$ cat src/rtl/ah_cam_wr_credit_tx_if.sv
// ah_cam_wr_credit_tx_if: upstream request, CAM write and credit/status signals
interface ah_cam_wr_credit_tx_if #(parameter int DWIDTH = 64);
  logic              in_valid;
  logic              in_ready;
  logic [DWIDTH-1:0] in_data;
  logic              wvalid;
  logic [DWIDTH-1:0] wdata;
  logic              wcredit;
  logic [5:0]        credit_cnt;
  logic [2:0]        fifo_level;
  logic              credit_err;
  modport master (
    output in_valid, in_data, wcredit,
    input  in_ready, wvalid, wdata, credit_cnt, fifo_level, credit_err
  );
  modport slave (
    input  in_valid, in_data, wcredit,
    output in_ready, wvalid, wdata, credit_cnt, fifo_level, credit_err
  );
endinterface

$ cat src/rtl/ah_cam_wr_credit_tx.sv
// ah_cam_wr_credit_tx: buffered CAM writer gated by a downstream credit counter
module ah_cam_wr_credit_tx #(
  parameter int DWIDTH  = 64,
  parameter int CREDITS = 50,
  parameter int FDEPTH  = 4
) (
  input logic clk,
  input logic rst,
  ah_cam_wr_credit_tx_if.slave bus
);
  localparam int AW = FDEPTH > 1 ? $clog2(FDEPTH) : 1;
  logic [DWIDTH-1:0] mem [FDEPTH];
  logic [AW-1:0]     rd_ptr, wr_ptr, rd_nxt, wr_nxt;
  logic [5:0]        credit_cnt, credit_nxt;
  logic [2:0]        fifo_level, level_nxt;
  logic              credit_err, err_set, wvalid, push, send;
  logic [DWIDTH-1:0] wdata;
  assign bus.in_ready   = fifo_level != 3'(FDEPTH);
  assign bus.wvalid     = wvalid;
  assign bus.wdata      = wdata;
  assign bus.credit_cnt = credit_cnt;
  assign bus.fifo_level = fifo_level;
  assign bus.credit_err = credit_err;
  assign push = bus.in_valid && bus.in_ready;
  // a credit returned this cycle only becomes usable next cycle, so send looks at the registered count
  assign send = fifo_level != '0 && credit_cnt != '0;
  // next-state arithmetic for credits, level and wrapping pointers
  always_comb begin
    credit_nxt = (send && !bus.wcredit) ? credit_cnt - 6'd1 :
                 (bus.wcredit && !send && credit_cnt != 6'(CREDITS)) ? credit_cnt + 6'd1 : credit_cnt;
    err_set    = bus.wcredit && !send && credit_cnt == 6'(CREDITS);
    level_nxt  = (push && !send) ? fifo_level + 3'd1 : (send && !push) ? fifo_level - 3'd1 : fifo_level;
    rd_nxt     = rd_ptr == AW'(FDEPTH - 1) ? '0 : rd_ptr + 1'b1;
    wr_nxt     = wr_ptr == AW'(FDEPTH - 1) ? '0 : wr_ptr + 1'b1;
  end
  // buffer storage needs no reset; pointers and level define what is valid
  always_ff @(posedge clk) begin
    if (push) mem[wr_ptr] <= bus.in_data;
  end
  // control state and the registered CAM write strobe/payload
  always_ff @(posedge clk or posedge rst) begin
    if (rst) begin
      credit_cnt <= 6'(CREDITS);
      fifo_level <= '0;
      rd_ptr     <= '0;
      wr_ptr     <= '0;
      wvalid     <= 1'b0;
      wdata      <= '0;
      credit_err <= 1'b0;
    end else begin
      credit_cnt <= credit_nxt;
      fifo_level <= level_nxt;
      credit_err <= credit_err | err_set;
      wvalid     <= send;
      if (send) wdata <= mem[rd_ptr];
      if (send) rd_ptr <= rd_nxt;
      if (push) wr_ptr <= wr_nxt;
    end
  end
endmodule

$ cat src/flat_wrapper.sv
// flat-port wrapper written by rule: the top's interface ports become plain ports
module ah_cam_wr_credit_tx_flat 
#(
  parameter int DWIDTH  = 64,
  parameter int CREDITS = 50,
  parameter int FDEPTH  = 4
)
  (clk, rst, bus_in_valid, bus_in_data, bus_wcredit, bus_in_ready, bus_wvalid, bus_wdata, bus_credit_cnt, bus_fifo_level, bus_credit_err);
  ah_cam_wr_credit_tx_if #(.DWIDTH(DWIDTH)) bus_i ();
  input logic clk;
  input logic rst;
  input wire logic [$bits(bus_i.in_valid)-1:0] bus_in_valid;
  input wire logic [$bits(bus_i.in_data)-1:0] bus_in_data;
  input wire logic [$bits(bus_i.wcredit)-1:0] bus_wcredit;
  output wire logic [$bits(bus_i.in_ready)-1:0] bus_in_ready;
  output wire logic [$bits(bus_i.wvalid)-1:0] bus_wvalid;
  output wire logic [$bits(bus_i.wdata)-1:0] bus_wdata;
  output wire logic [$bits(bus_i.credit_cnt)-1:0] bus_credit_cnt;
  output wire logic [$bits(bus_i.fifo_level)-1:0] bus_fifo_level;
  output wire logic [$bits(bus_i.credit_err)-1:0] bus_credit_err;
  assign bus_i.in_valid = bus_in_valid;
  assign bus_i.in_data = bus_in_data;
  assign bus_i.wcredit = bus_wcredit;
  assign bus_in_ready = bus_i.in_ready;
  assign bus_wvalid = bus_i.wvalid;
  assign bus_wdata = bus_i.wdata;
  assign bus_credit_cnt = bus_i.credit_cnt;
  assign bus_fifo_level = bus_i.fifo_level;
  assign bus_credit_err = bus_i.credit_err;
  ah_cam_wr_credit_tx #(.DWIDTH(DWIDTH), .CREDITS(CREDITS), .FDEPTH(FDEPTH)) u_core (.clk(clk), .rst(rst), .bus(bus_i));
endmodule
$ cat config.mk
export PLATFORM = sky130hd
export DESIGN_NAME = ah_cam_wr_credit_tx_flat
export DESIGN_NICKNAME = d
export VERILOG_FILES = /design/src/rtl/ah_cam_wr_credit_tx_if.sv /design/src/rtl/ah_cam_wr_credit_tx.sv /design/src/flat_wrapper.sv
export SDC_FILE = /design/constraint.sdc
export NUM_CORES = 1
export LEC_CHECK = 0
export CORE_MARGIN = 2
export CORE_UTILIZATION = 44
export DETAILED_ROUTE_END_ITERATION = 6
export DONT_BUFFER_PORTS = 1
export PLACE_DENSITY_LB_ADDON = 0.2
export RECOVER_POWER = 100
export SLEW_MARGIN = 5
export SYNTH_ARGS = -nofsm -noshare
export SYNTH_HDL_FRONTEND = slang
export SYNTH_SLANG_ARGS = --single-unit
$ cat constraint.sdc
create_clock -name clk -period 2.5 [get_ports clk]
set_input_delay 0.5 -clock clk [delete_from_list [all_inputs] [get_ports clk]]
set_output_delay 0.5 -clock clk [all_outputs]
set_load 0.02 [all_outputs]
# --- Word-level counts from Yosys, hierarchy flattened ---
# Memories as Yosys holds them, arrays and structs flattened. A register that Yosys moved wholly into a read port is not among the register bits.
# Cells that the tools add are included.
classes:
  addsub: 6
  n_mux: 8
  n_eq_ne: 5
  n_reduce_logical: 15
  bitwise_logic: 1
op_table:
  columns: ["cell", "n"]
  rows:
  - ["$mux 6", 2]
  - ["$logic_and 1x1->1", 8]
  - ["$add 6x1->6 const B", 1]
  - ["$eq 6x6->1 const B", 1]
  - ["$mux 3", 2]
  - ["$ne 6x6->1 const B", 1]
  - ["$reduce_bool 6->1", 1]
  - ["$sub 6x1->6 const B", 1]
  - ["$add 2x1->2 const B", 2]
  - ["$eq 2x2->1 const B", 2]
  - ["$mux 2", 2]
  - ["$reduce_bool 2->1", 2]
  - ["$add 3x1->3 const B", 1]
  - ["$logic_not 1->1", 3]
  - ["$ne 3x3->1 const B", 1]
  - ["$reduce_bool 3->1", 1]
  - ["$sub 3x1->3 const B", 1]
  - ["$mux 1", 2]
  - ["$or 1x1->1", 1]
word_totals:
  ram_bits: 256
  mem_count: 1
  input_bits: 68
  regBits: 15
  output_inout_bits: 76
mem_list:
  columns: ["memory", "depth", "width", "rd", "rd_clocked_by_memory_dff", "wr", "line", "source"]
  rows:
  - ["u_core.mem", 4, 64, 1, 1, 1, "ah_cam_wr_credit_tx.sv:12", "logic [DWIDTH-1:0] mem [FDEPTH];"]

# --- Longest topological paths before layout ---
# Gate-level depths: netlist of the first run.
logic_depth:
  ltp_word: 7
  mapped_depth: 11
  ltp_nobuf: 9

# --- Worst setup path after synthesis of the first run ---
# Ideal clock, no wire load.
synth_timing:
  path_type: "register to register"
  start: "register u_core.fifo_level[0] (netlist: u_core.bus.fifo_level[0])"
  end: "memory u_core.mem[0][0] (enable)"
  path_stages_with_launch: 4
  synth_period_minus_slack_ns: 2.878
  arrival_ns: 2.449
  slack_ns: -0.378
  path_cell_list: "dfrtp_1 nor2_1 nand2_1 and3_1"
synth_between:
  elab_chain_len: 4
synth_rtl:
  columns: ["item", "line", "source"]
  rows:
  - ["start: declaration", "ah_cam_wr_credit_tx.sv:15", "logic [2:0] fifo_level, level_nxt;"]
  - ["start signal: assignment", "ah_cam_wr_credit_tx.sv:52", "fifo_level <= level_nxt;"]
  - ["$ne 3x3->1", "ah_cam_wr_credit_tx.sv:18", "assign bus.in_ready = fifo_level != 3'(FDEPTH);"]
  - ["named net bus_in_ready", "flat_wrapper.sv:15", "output wire logic [$bits(bus_i.in_ready)-1:0] bus_in_ready;"]
  - ["$logic_and 1x1->1", "ah_cam_wr_credit_tx.sv:24", "assign push = bus.in_valid && bus.in_ready;"]
  - ["$mux 1", "ah_cam_wr_credit_tx.sv:38", "if (push) mem[wr_ptr] <= bus.in_data;"]
  - ["$mux 1 (not written as such)", "ah_cam_wr_credit_tx.sv:38", null]
  - ["end: declaration", "ah_cam_wr_credit_tx.sv:12", null]
# The timed path passes the listed nets, and every way through them passes these cells.

# --- Final worst setup path of the first run ---
layout_timing:
  start: "register u_core.credit_cnt[3] (netlist: u_core.bus.credit_cnt[3])"
  end: "register u_core.credit_cnt[2] (netlist: u_core.bus.credit_cnt[2])"
layout_between:
  elab_chain_len: 6
  word_cells_on_any_way: 9
  classes_between: "eq/ne: 1; mux: 1; reduce/logical: 7"
layout_rtl:
  columns: ["item", "line", "source"]
  rows:
  - ["start: declaration", "ah_cam_wr_credit_tx.sv:14", "logic [5:0] credit_cnt, credit_nxt;"]
  - ["start signal: assignment", "ah_cam_wr_credit_tx.sv:43", "credit_cnt <= 6'(CREDITS);"]
  - ["start signal: assignment", "ah_cam_wr_credit_tx.sv:51", "credit_cnt <= credit_nxt;"]
  - ["$reduce_bool 6->1", "ah_cam_wr_credit_tx.sv:26", "assign send = fifo_level != '0 && credit_cnt != '0;"]
  - ["$logic_and 1x1->1", "ah_cam_wr_credit_tx.sv:26", null]
  - ["$logic_not 1->1", "ah_cam_wr_credit_tx.sv:30", "(bus.wcredit && !send && credit_cnt != 6'(CREDITS)) ? credit_cnt + 6'd1 : credit_cnt;"]
  - ["$logic_and 1x1->1 (2 in series)", "ah_cam_wr_credit_tx.sv:30", null]
  - ["$reduce_bool 2->1 (no source line)", null, null]
# Several ways; a longest one is shown, not always the timed one.
# A chain may end at the register's enable or synchronous reset.

==> run metrics, run 1 <==
Final ANT Viol Nets 0; Switching Fraction 32.8%; final worst path period need 2.31 ns; Pleak 5.20 nW; Final WS setup 0.192 ns; power density over cell area 1330 mW/mm2; Die ar. 0.0299 mm2; # IOs 144; reg2reg path depth 9; final wirelength 24700 um; Post-Place Cell Area 0.0133 mm2; Starting Density 45.0%; min-delay src bus_in_data[0]; Reg power frac 48.2%; count of port buffers added during placement 0; crit-path max FO 4; main combinational cell family by area after synthesis multiplexers; layout cells sized above 1 21.7%; Routed met1 length between 9000 and 10000 um; post-synthesis adder-cell area fraction 0.857%; Final Hold Viols 0; Max VDD drop between 600 and 700 uV; total core area roughly 0.028 mm2; failing checks max-capacitance violations, max-slew violations; maximum capacitance violations 1; Die Y 173 um; clock share of power 26.0%; pin count of the biggest net entering global routing 74; initial antenna violation count 0; Setup crit end kind flop; FF-to-FF End u_core.bus.credit_cnt[2]$_DFFE_PP0P_; post-synthesis mux area share 11.9%; clock sink total 335; hold path depth 0; P_int 12.9 mW; fillers 2260; status finished, violations left; worst min path class in -> reg; via count 6047; skew final around 0.017 ns; register area share after synthesis about three quarters; first-pass GRT wire length 38800 um; root buf cell clkbuf_16; post-synth cell types 42; R2R Setup Slk about 0.19 ns; Clock Tree Buf Depth 3; Yosys reg bits about 340; Most used DFF post-synth edfxtp_1; yosys warns 0; Async S/R FF share, synth 23.6%; ant diodes 0; Met3 Wirelength 2040 um; gr usage total 16.9%; RR Startpoint u_core.bus.credit_cnt[3]$_DFFE_PP0P_; placed wire-length estimate 14800 um; Rows 61; CTS tree yes; DR WL met2 roughly 12000 um; DR pass1 iterations 4; Layout area overhead 14.7%; Final setup violation count 0; Synth Cell Area between 0.01 and 0.015 mm2; Psw 6.28 mW; biggest area consumer among synthesized cells edfxtp_1; hold endpoint u_core.mem[2][0]$_DFFE_PP_; Synth Area in Compound Gates 0.976%; Nets 810; wire per inst 21.7 um; Synth top area share 61.2%; GRT Residual Overflow 0; DP Worst Slack approximately 0.085 ns; Post-CTS Hold Fix Bufs 0; Design Area, Final 0.0144 mm2; critical path arrival 2.68 ns; Startpoint Class flop; fin. max-slew vios 27; Area contributors post-synth edfxtp_1 (61%), dfrtp_1 (15%), mux4_2 (11%); top layer reached by signal wires met4; number of synthesized flops with an enable pin 256; slew at the pin with the worst max-slew slack 1.67 ns; Syn Inst Count 699; Slew HR -12.1%; simple-gate portion of the synthesized area under 10%; unrepaired setup endpoints after global routing yes; Worst-path clk slew 0.06 ns; fmax 0.433 GHz; H-tree depth 2; number of global-route vias before repair 6776; Die W 173 um; crit share post-route around 92%; Mapped Nets between 700 and 800; DRT iter0 DRCs 328; via density per instance 5.30; residual DRC count 0; xor/xnor share of the synthesized area 0.488%; WP data required 2.88 ns; total CTS buffers 36; GPL Wtd Cong 0.762; Worst-Skew Late Latency 0.51 ns; Comb pwr share ~26%; final core occ 51.6%; CP Class reg -> reg; Synth Area per Inst between 15 and 20 um2
how the worst max path moves through the flow:
stage / cells after the start / endpoint / slack (ns) / start
2_1_floorplan: 11 / u_core.bus.fifo_level[2]$_DFFE_PP0P_ / 0.06 / u_core.bus.credit_cnt[3]$_DFFE_PP0P_
3_3_place_gp: 9 / u_core.bus.credit_cnt[2]$_DFFE_PP0P_ / 0.29 / u_core.bus.credit_cnt[0]$_DFFE_PP0P_
3_5_place_dp: 9 / u_core.bus.credit_cnt[2]$_DFFE_PP0P_ / 0.09 / u_core.bus.credit_cnt[0]$_DFFE_PP0P_
4_1_cts: 9 / u_core.bus.credit_cnt[2]$_DFFE_PP0P_ / 0.06 / u_core.bus.credit_cnt[0]$_DFFE_PP0P_
5_1_grt: 9 / u_core.bus.credit_cnt[2]$_DFFE_PP0P_ / -0.001 / u_core.bus.credit_cnt[3]$_DFFE_PP0P_
6_report: 9 / u_core.bus.credit_cnt[2]$_DFFE_PP0P_ / 0.19 / u_core.bus.credit_cnt[3]$_DFFE_PP0P_
flip-flops by register name (all words and copies together), names as in the netlist:
register / cells
u_core.mem: 256
u_core.bus.wdata: 64
u_core.bus.credit_cnt: 6
u_core.bus.fifo_level: 3
u_core.rd_ptr: 2
u_core.wr_ptr: 2
u_core.bus.credit_err: 1
u_core.bus.wvalid: 1
final cells by class:
cell class                      count  area (um2)  share of cell area (%)
Tap cell                          378         473                    3.28
Multi-Input combinational cell    325        2750                    19.1
Timing Repair Buffer               28         343                    2.38
Clock inverter                     12        96.3                   0.669
Sequential cell                   335        9680                    67.2
Inverter                            8        31.3                   0.217
Clock buffer                       54        1040                    7.22
cell families after synthesis:
family	count (synthesis)
buffers and inverters	39
multiplexers	68
XOR/XNOR	7
flip-flops	335
AND/OR/NAND/NOR	226
adder cells (fa/ha/maj)	8
AO/OA/AOI/OAI	16
per-layer routing:
layer | GRT usage (%) | vias to the layer above
met3 | 6.49 | 33
li1 | - | 2683
met5 | 0 | -
met4 | 4.24 | 0
met2 | 28.6 | 174
met1 | 20.5 | 3157
per-stage QoR:
step                      cells  setup TNS (ns)  hold slack (ns)  power [mW]
after global routing       1140        -0.00124           0.0497        20.3
after detailed placement   1073               0            0.563        14.4
after global placement     1073               0            0.543        14.2
final                      1140               0           0.0836        19.2
after floorplan             699               0            0.534        12.6
after CTS                  1139               0           0.0213        19.4
placed cells by master (no fill, tap or decap), types with 2 or more instances in the layout:
master,Yosys,routed
inv_6,0,2
o21bai_1,2,2
nand2_1,198,198
clkbuf_1,7,12
nor2_1,6,6
edfxtp_1,256,256
and2_1,3,2
buf_12,0,11
or3_1,2,2
dfrtp_4,0,2
xor2_1,2,2
clkbuf_16,0,37
nor3_1,2,2
ha_1,7,7
xnor2_1,5,5
clkbuf_8,0,5
mux2_2,3,3
nor4_1,2,2
clkinv_4,0,2
dfrtp_1,76,74
buf_4,4,15
mux4_2,64,64
nand2b_1,2,2
clkinv_2,0,4
dfstp_2,3,3
clkinv_1,0,3
inv_1,8,6
clkbuf_2,0,2
o21ai_0,3,3
and3_4,0,4
repair_timing:
action	CTS	global route
gates resized for setup	0	4
setup buffers	0	1
setup endpoints to repair	0	2
Yosys cell counts, types with 2 or more instances:
library cell	instances
a21o_1	2
dfstp_2	3
o21bai_1	2
buf_4	4
ha_1	7
nor3_1	2
xnor2_1	5
inv_1	8
or3_1	2
o21ai_0	3
nand2b_1	2
nor2_1	6
edfxtp_1	256
buf_2	15
mux4_2	64
xor2_1	2
and3_1	5
mux2_2	3
buf_1	4
clkbuf_1	7
nand2_1	198
and2_1	3
dfrtp_1	76
nor4_1	2
worst max-delay path, stage by stage (launching register included):
cell	delay [ns]
dfrtp_1	0.40
nor4_4	0.37
a211oi_2	0.15
inv_1	0.07
o21ai_0	0.08
ha_1	0.23
or2_2	0.29
a2111oi_2	0.33
a41oi_1	0.11
xnor2_1	0.16
power by group through the flow:
stage,Clock (mW),Sequential [mW],Combinational (mW)
2_1_floorplan,0,9.06,3.58
3_3_place_gp,0,9.30,4.87
3_5_place_dp,0,9.38,5.00
4_1_cts,5.11,9.28,5.02
5_1_grt,5.36,9.41,5.48
6_report,4.98,9.24,4.94
No activity file was read; power rests on OpenSTA's default activity.
==> run 2, diff against run 1 <==
Settings changed: CAP_MARGIN set to 25, CORE_MARGIN 2 to unset, MAX_ROUTING_LAYER set to met4.
==> run 2 against run 1 <==
Largest cell class unchanged. Routed wire length decreased by 1.1%. Sequential power about the same. The run now ends clean. Critical path type unchanged. Worst hold slack got worse by 0.064 ns. Via count decreased by 0.50%. Non-clock buffer count increased by 4. Worst setup slack got worse by 0.094 ns. Sequential share of layout area decreased by 0.62 points.
==> run metrics, run 2 (synthesized netlist as in run 1, its figures left out) <==
Placed Cells incl. Taps 1076 (was 1073); Switching Fraction 32.4% (was 32.8%); R2R Setup Slk 0.1 ns (was 0.19 ns); Final setup violation count 0 (unchanged); Rows 61 (unchanged); Reg area 0.00968 mm2 (unchanged); Starting Density 45.0% (unchanged); footprint of the multi-input gates 0.00275 mm2 (unchanged); DP Worst Slack -0.119 ns (was 0.0852 ns); via density per instance 5.26 (was 5.30); crit share post-route 96.1% (was 92.3%); DR pass1 iterations 4 (unchanged); CP Class reg -> reg (unchanged); unrepaired setup endpoints after global routing no (was yes); Psw 6.32 mW (was 6.28 mW); gr usage total 18.0% (was 16.9%); Critical Path End u_core.bus.credit_cnt[2]$_DFFE_PP0P_ (unchanged); most common cell after layout, fill and taps aside edfxtp_1 (unchanged); Nets 815 (was 810); reg2reg path depth 9 (unchanged); critical path, cell by cell nor4_4, a211oi_2, inv_1, o21ai_0, ha_1, or2_2, a2111oi_2, a41oi_1, xnor2_1 (unchanged); residual DRC count 0 (unchanged); Largest register FFs 256 (unchanged); initial antenna violation count 0 (unchanged); Worst-path clk slew 0.06 ns (about the same); fmax 0.416 GHz (was 0.433 GHz); final worst path period need 2.40 ns (was 2.31 ns); crit-path max cell delay 0.41 ns (was 0.40 ns); total CTS buffers 37 (was 36); Max VDD drop 671 uV (was 611 uV); Die W 171 um (was 173 um); RR Startpoint u_core.bus.credit_cnt[3]$_DFFE_PP0P_ (unchanged); register bank with the most flops u_core.mem (unchanged); GRT Residual Overflow 0 (unchanged); Final ANT Viol Nets 0 (unchanged); Reg power frac 47.3% (was 48.2%); WP data required 2.87 ns (was 2.88 ns); fin. max-slew vios 0 (was 27); total core area 0.0279 mm2 (unchanged); Critical Path Slowest Stage Cell dfrtp_1 (unchanged); worst min path class in -> async (was in -> reg); highest-count cells in the layout ignoring fill and taps edfxtp_1 (256), nand2_1 (198), dfrtp_1 (74) (unchanged); Startpoint Class flop (unchanged); fillers 2297 (was 2260); CTS tree yes (unchanged); Slew HR 60.1% (was -12.1%); # IOs 144 (unchanged); first-pass GRT wire length 37500 um (was 38800 um); skew final 0.0150 ns (was 0.0175 ns); Die Y 171 um (was 173 um); via count 6017 (was 6047); clock share of power 27.3% (was 26.0%); Setup crit end kind flop (unchanged); power density over cell area 1340 mW/mm2 (was 1330 mW/mm2); slew at the pin with the worst max-slew slack 0.598 ns (was 1.67 ns); total power 19.5 mW (was 19.2 mW); H-tree depth 2 (unchanged); pin count of the biggest net entering global routing 80 (was 74); Die ar. 0.0292 mm2 (was 0.0299 mm2); final wirelength 24500 um (was 24700 um); crit-path max FO 4 (unchanged); Comb pwr share 25.4% (was 25.8%); clock sink total 335 (unchanged); critical path arrival 2.77 ns (was 2.68 ns); layout cells sized above 1 22.0% (was 21.7%); count of port buffers added during placement 0 (unchanged); Final WS setup 0.0979 ns (was 0.192 ns); number of global-route vias before repair 6639 (was 6776); Final Hold Viols 0 (unchanged); Worst-Skew Late Latency 0.51 ns (about the same); maximum capacitance violations 0 (was 1); P_int 13.2 mW (was 12.9 mW); final hold slack 0.0200 ns (was 0.0836 ns); Pleak 5.26 nW (was 5.20 nW); status finished, final reports clean (was finished, violations left); DRT iter0 DRCs 384 (was 328); beginning of the critical path u_core.bus.credit_cnt[3]$_DFFE_PP0P_ (unchanged); Layout Cells excl Fill 1145 (was 1140); Clock Tree Buf Depth 3 (unchanged); FF-to-FF End u_core.bus.credit_cnt[2]$_DFFE_PP0P_ (unchanged); placed wire-length estimate 14400 um (was 14800 um); root buf cell clkbuf_16 (unchanged); top flop regs u_core.mem x256, u_core.bus.wdata x64, u_core.bus.credit_cnt x6 (unchanged); Layout area overhead 15.8% (was 14.7%); GPL Wtd Cong 0.784 (was 0.762); ant diodes 0 (unchanged); wire per inst 21.4 um (was 21.7 um)
[run 2: changes by cell type in the layout (fill, tap and decap cells not counted), moves of 2 or more]
cell and delta:
buf_12 +2, buf_4 +3, bufinv_16 +2, clkbuf_1 -4, clkbuf_16 +2, clkbuf_2 -2, clkinv_1 +5
[run 2: worst min-delay path by stage]
stage	start	end	depth (start not counted)	slack, ns
floorplan	u_core.wr_ptr[1]$_DFFE_PP0P_	u_core.wr_ptr[1]$_DFFE_PP0P_	1	0.53
global placement	rst	u_core.bus.wdata[18]$_DFFE_PP0P_	2	0.55
detailed placement	rst	u_core.bus.wdata[46]$_DFFE_PP0P_	2	0.55
CTS	rst	u_core.bus.wdata[46]$_DFFE_PP0P_	2	0.02
global route	bus_in_data[51]	u_core.mem[3][51]$_DFFE_PP_	0	0.06
finish	rst	u_core.bus.wdata[46]$_DFFE_PP0P_	2	0.02
[run 2: what timing repair did]
action / 4_1_cts / 5_1_grt
gates resized for setup: 2 / 2
pin swaps: 0 / 1
setup endpoints to repair: 1 / 2
setup buffers: 0 / 2
hold buffers: 0 / 0
cloned: 0 / 0
[run 2: per-stage QoR]
stage	utilization [%]	area, um2	TNS (ns)
final	52.1	14500	0
after global routing	52.1	14500	0
after CTS	52.0	14500	0
after detailed placement	47.6	13300	-0.119
after global placement	47.6	13300	0
after floorplan	-	12600	0
[run 2: area by class of cell]
cell class	instances	share of cell area, %
well taps	378	3.25
clock inverters	17	1.08
inverters	8	0.215
repair buffers	32	2.74
multi-input cells	325	18.9
flip-flops and latches	335	66.5
clock buffers	50	7.27
[run 2: power by group through the flow]
stage                     clock network [mW]  logic, mW  registers [mW]
after floorplan                            0       3.58            9.06
after global placement                     0       4.91            9.29
after detailed placement                   0       5.05            9.37
after CTS                               5.42       5.08            9.27
after global routing                    5.64       5.56            9.41
final                                   5.32       4.95            9.23
[run 2: worst max-delay path: cells and delay by family (launching register included)]
kind                     cells  cell delay [ns]
AND/OR/NAND/NOR              2             0.66
AO/OA/AOI/OAI                4             0.72
adder cells (fa/ha/maj)      1             0.24
buffers and inverters        1             0.08
XOR/XNOR                     1             0.16
flip-flops                   1             0.41
[run 2: routing by layer]
metal,vias to the layer above,GRT usage (%),part of all wire [%]
met4,0,4.77,1.9
met5,-,-,0
met1,3111,20.8,39
li1,2694,-,-
met2,169,30.4,51
met3,43,5.48,7.7
==> run 3, diff against run 2 <==
Settings changed: CORE_UTILIZATION 44 to 35, CTS_CLUSTER_DIAMETER set to 50, PLACE_DENSITY_LB_ADDON 0.2 to 0.12.
==> run 3 against run 2 <==
The run now ends with max-capacitance violations, max-slew violations left. Worst hold slack better by 0.045 ns. Combinational power shrank 2%. Critical path depth down 1. Design area fell by 0.33%. Power down 0.21%. Critical path type unchanged. Register-to-register slack better by 0.12 ns. Flip-flop and latch count unchanged.
==> run metrics, run 3 (synthesized netlist as in run 1, its figures left out) <==
critical path arrival 2.69 ns (was 2.77 ns); Final ANT Viol Nets 0 (unchanged); worst min path class in -> reg (was in -> async); register bank with the most flops u_core.mem (unchanged); initial antenna violation count 0 (unchanged); Max VDD drop 627 uV (was 671 uV); number of global-route vias before repair 6811 (was 6639); Starting Density 35.4% (was 45.0%); GPL Wtd Cong 0.751 (was 0.784); slew at the pin with the worst max-slew slack 1.77 ns (was 0.598 ns); Die W 191 um (was 171 um); placed wire-length estimate 15100 um (was 14400 um); most common cell after layout, fill and taps aside edfxtp_1 (unchanged); via density per instance 4.88 (was 5.26); via count 6012 (was 6017); root buf cell clkbuf_16 (unchanged); Reg area 0.00968 mm2 (unchanged); Worst-path clk slew 0.06 ns (about the same); power density over cell area 1340 mW/mm2 (about the same); total CTS buffers 40 (was 37); highest-count cells in the layout ignoring fill and taps edfxtp_1 (256), nand2_1 (198), dfrtp_1 (74) (unchanged); fin. max-slew vios 30 (was 0); gr usage total 15.6% (was 18.0%); Worst-Skew Late Latency 0.53 ns (was 0.51 ns); Die ar. 0.0366 mm2 (was 0.0292 mm2); GRT Residual Overflow 0 (unchanged); Setup crit end kind flop (unchanged); skew final 0.0179 ns (was 0.0150 ns); Slew HR -18.8% (was 60.1%); H-tree depth 2 (unchanged); final core occ 40.9% (was 52.1%); min-delay src bus_in_data[23]; failing checks max-capacitance violations, max-slew violations; ant diodes 0 (unchanged); fmax 0.438 GHz (was 0.416 GHz); unrepaired setup endpoints after global routing no (unchanged); # IOs 144 (unchanged); beginning of the critical path u_core.bus.credit_cnt[3]$_DFFE_PP0P_ (unchanged); Final Hold Viols 0 (unchanged); CP Class reg -> reg (unchanged); footprint of the multi-input gates 0.00272 mm2 (was 0.00275 mm2); CTS tree yes (unchanged); WP data required 2.90 ns (was 2.87 ns); Largest register FFs 256 (unchanged); Rows 69 (was 61); Nets 816 (was 815); crit-path max FO 73 (was 4); Startpoint Class flop (unchanged); layout cells sized above 1 21.0% (was 22.0%); Clock Tree Buf Depth 3 (unchanged); final worst path period need 2.28 ns (was 2.40 ns); Post-Place Cell Area 0.0134 mm2 (was 0.0133 mm2); maximum capacitance violations 1 (was 0); Pleak 5.20 nW (was 5.26 nW); fillers 3132 (was 2297); crit share post-route 91.4% (was 96.1%); status finished, violations left (was finished, final reports clean); residual DRC count 0 (unchanged); DR pass1 iterations 4 (unchanged); count of port buffers added during placement 0 (unchanged); RR Startpoint u_core.bus.credit_cnt[3]$_DFFE_PP0P_ (unchanged); clock sink total 335 (unchanged); final wirelength 26300 um (was 24500 um); DRT iter0 DRCs 269 (was 384); Die Y 191 um (was 171 um); first-pass GRT wire length 40900 um (was 37500 um); pin count of the biggest net entering global routing 74 (was 80); Design Area, Final 0.0145 mm2 (about the same); Layout area overhead 15.4% (was 15.8%); top flop regs u_core.mem x256, u_core.bus.wdata x64, u_core.bus.credit_cnt x6 (unchanged); Final setup violation count 0 (unchanged); total core area 0.0355 mm2 (was 0.0279 mm2); wire per inst 21.4 um (about the same)
==> run 3: cell type report <==
cell class                      instances  share of cell area [%]
Tap cell                              461                    3.98
Inverter                                8                   0.216
Timing Repair Buffer                   30                    1.61
Clock buffer                           51                    7.41
Clock inverter                         21                    1.26
Multi-Input combinational cell        325                    18.8
Sequential cell                       335                    66.7
==> run 3: per-layer routing <==
metal  wire, um  track usage, %  up-vias
met5          0               -        -
met4        520            4.73        0
met3       2130            5.69       43
met2      13300            25.6      136
met1      10300            17.7     3123
li1           -               -     2710
==> run 3: stage by stage <==
stage	worst slack, ns	power [mW]	hold WS, ns	setup TNS, ns	std cells
floorplan	0.0634	12.6	0.534	0	699
global placement	0.192	14.3	0.553	0	1158
detailed placement	-0.0536	14.5	0.571	-0.0536	1158
CTS	0.0694	20.1	0.0337	0	1230
global route	0.0316	20.7	0.0376	0	1231
finish	0.216	19.5	0.0652	0	1231
==> run 3: final timing paths <==
| check | end | cells after the start | slack [ns] |
|---|---|---|---|
| max | u_core.bus.wdata[51]$_DFFE_PP0P_ | 8 | 0.22 |
| min | u_core.mem[2][23]$_DFFE_PP_ | 0 | 0.07 |
| max reg2reg | u_core.bus.wdata[51]$_DFFE_PP0P_ | 8 | 0.22 |
| min reg2reg | u_core.wr_ptr[1]$_DFFE_PP0P_ | 1 | 0.58 |
| max in group asynchronous | u_core.bus.credit_cnt[3]$_DFFE_PP0P_ | 2 | 0.72 |
| min in group asynchronous | u_core.bus.wdata[53]$_DFFE_PP0P_ | 1 | 0.27 |
==> run 3: what timing repair did <==
item | CTS | global route
buffers inserted | 0 | 1
endpoints found under the setup margin | 1 | 2
gates resized for setup | 2 | 2
pin swaps | 0 | 1
hold buffers | 0 | 0
==> run 3: power by group <==
part           internal, mW  total (mW)  switching, mW  leakage (nW)
Sequential             7.67        9.16           1.48          3.27
Clock                  3.27        5.46           2.19         0.603
Combinational          2.05        4.85           2.80          1.33
Total                  13.0        19.5           6.47          5.20
==> run 3: critical path: stages, from the launching register on <==
cell and delay, ns:
dfrtp_1 0.41, nor4_4 0.32, clkbuf_1 0.20, a21o_4 0.16, buf_12 0.32, inv_1 0.10, clkbuf_4 0.38, nand2_1 0.17
nand2_1 0.06
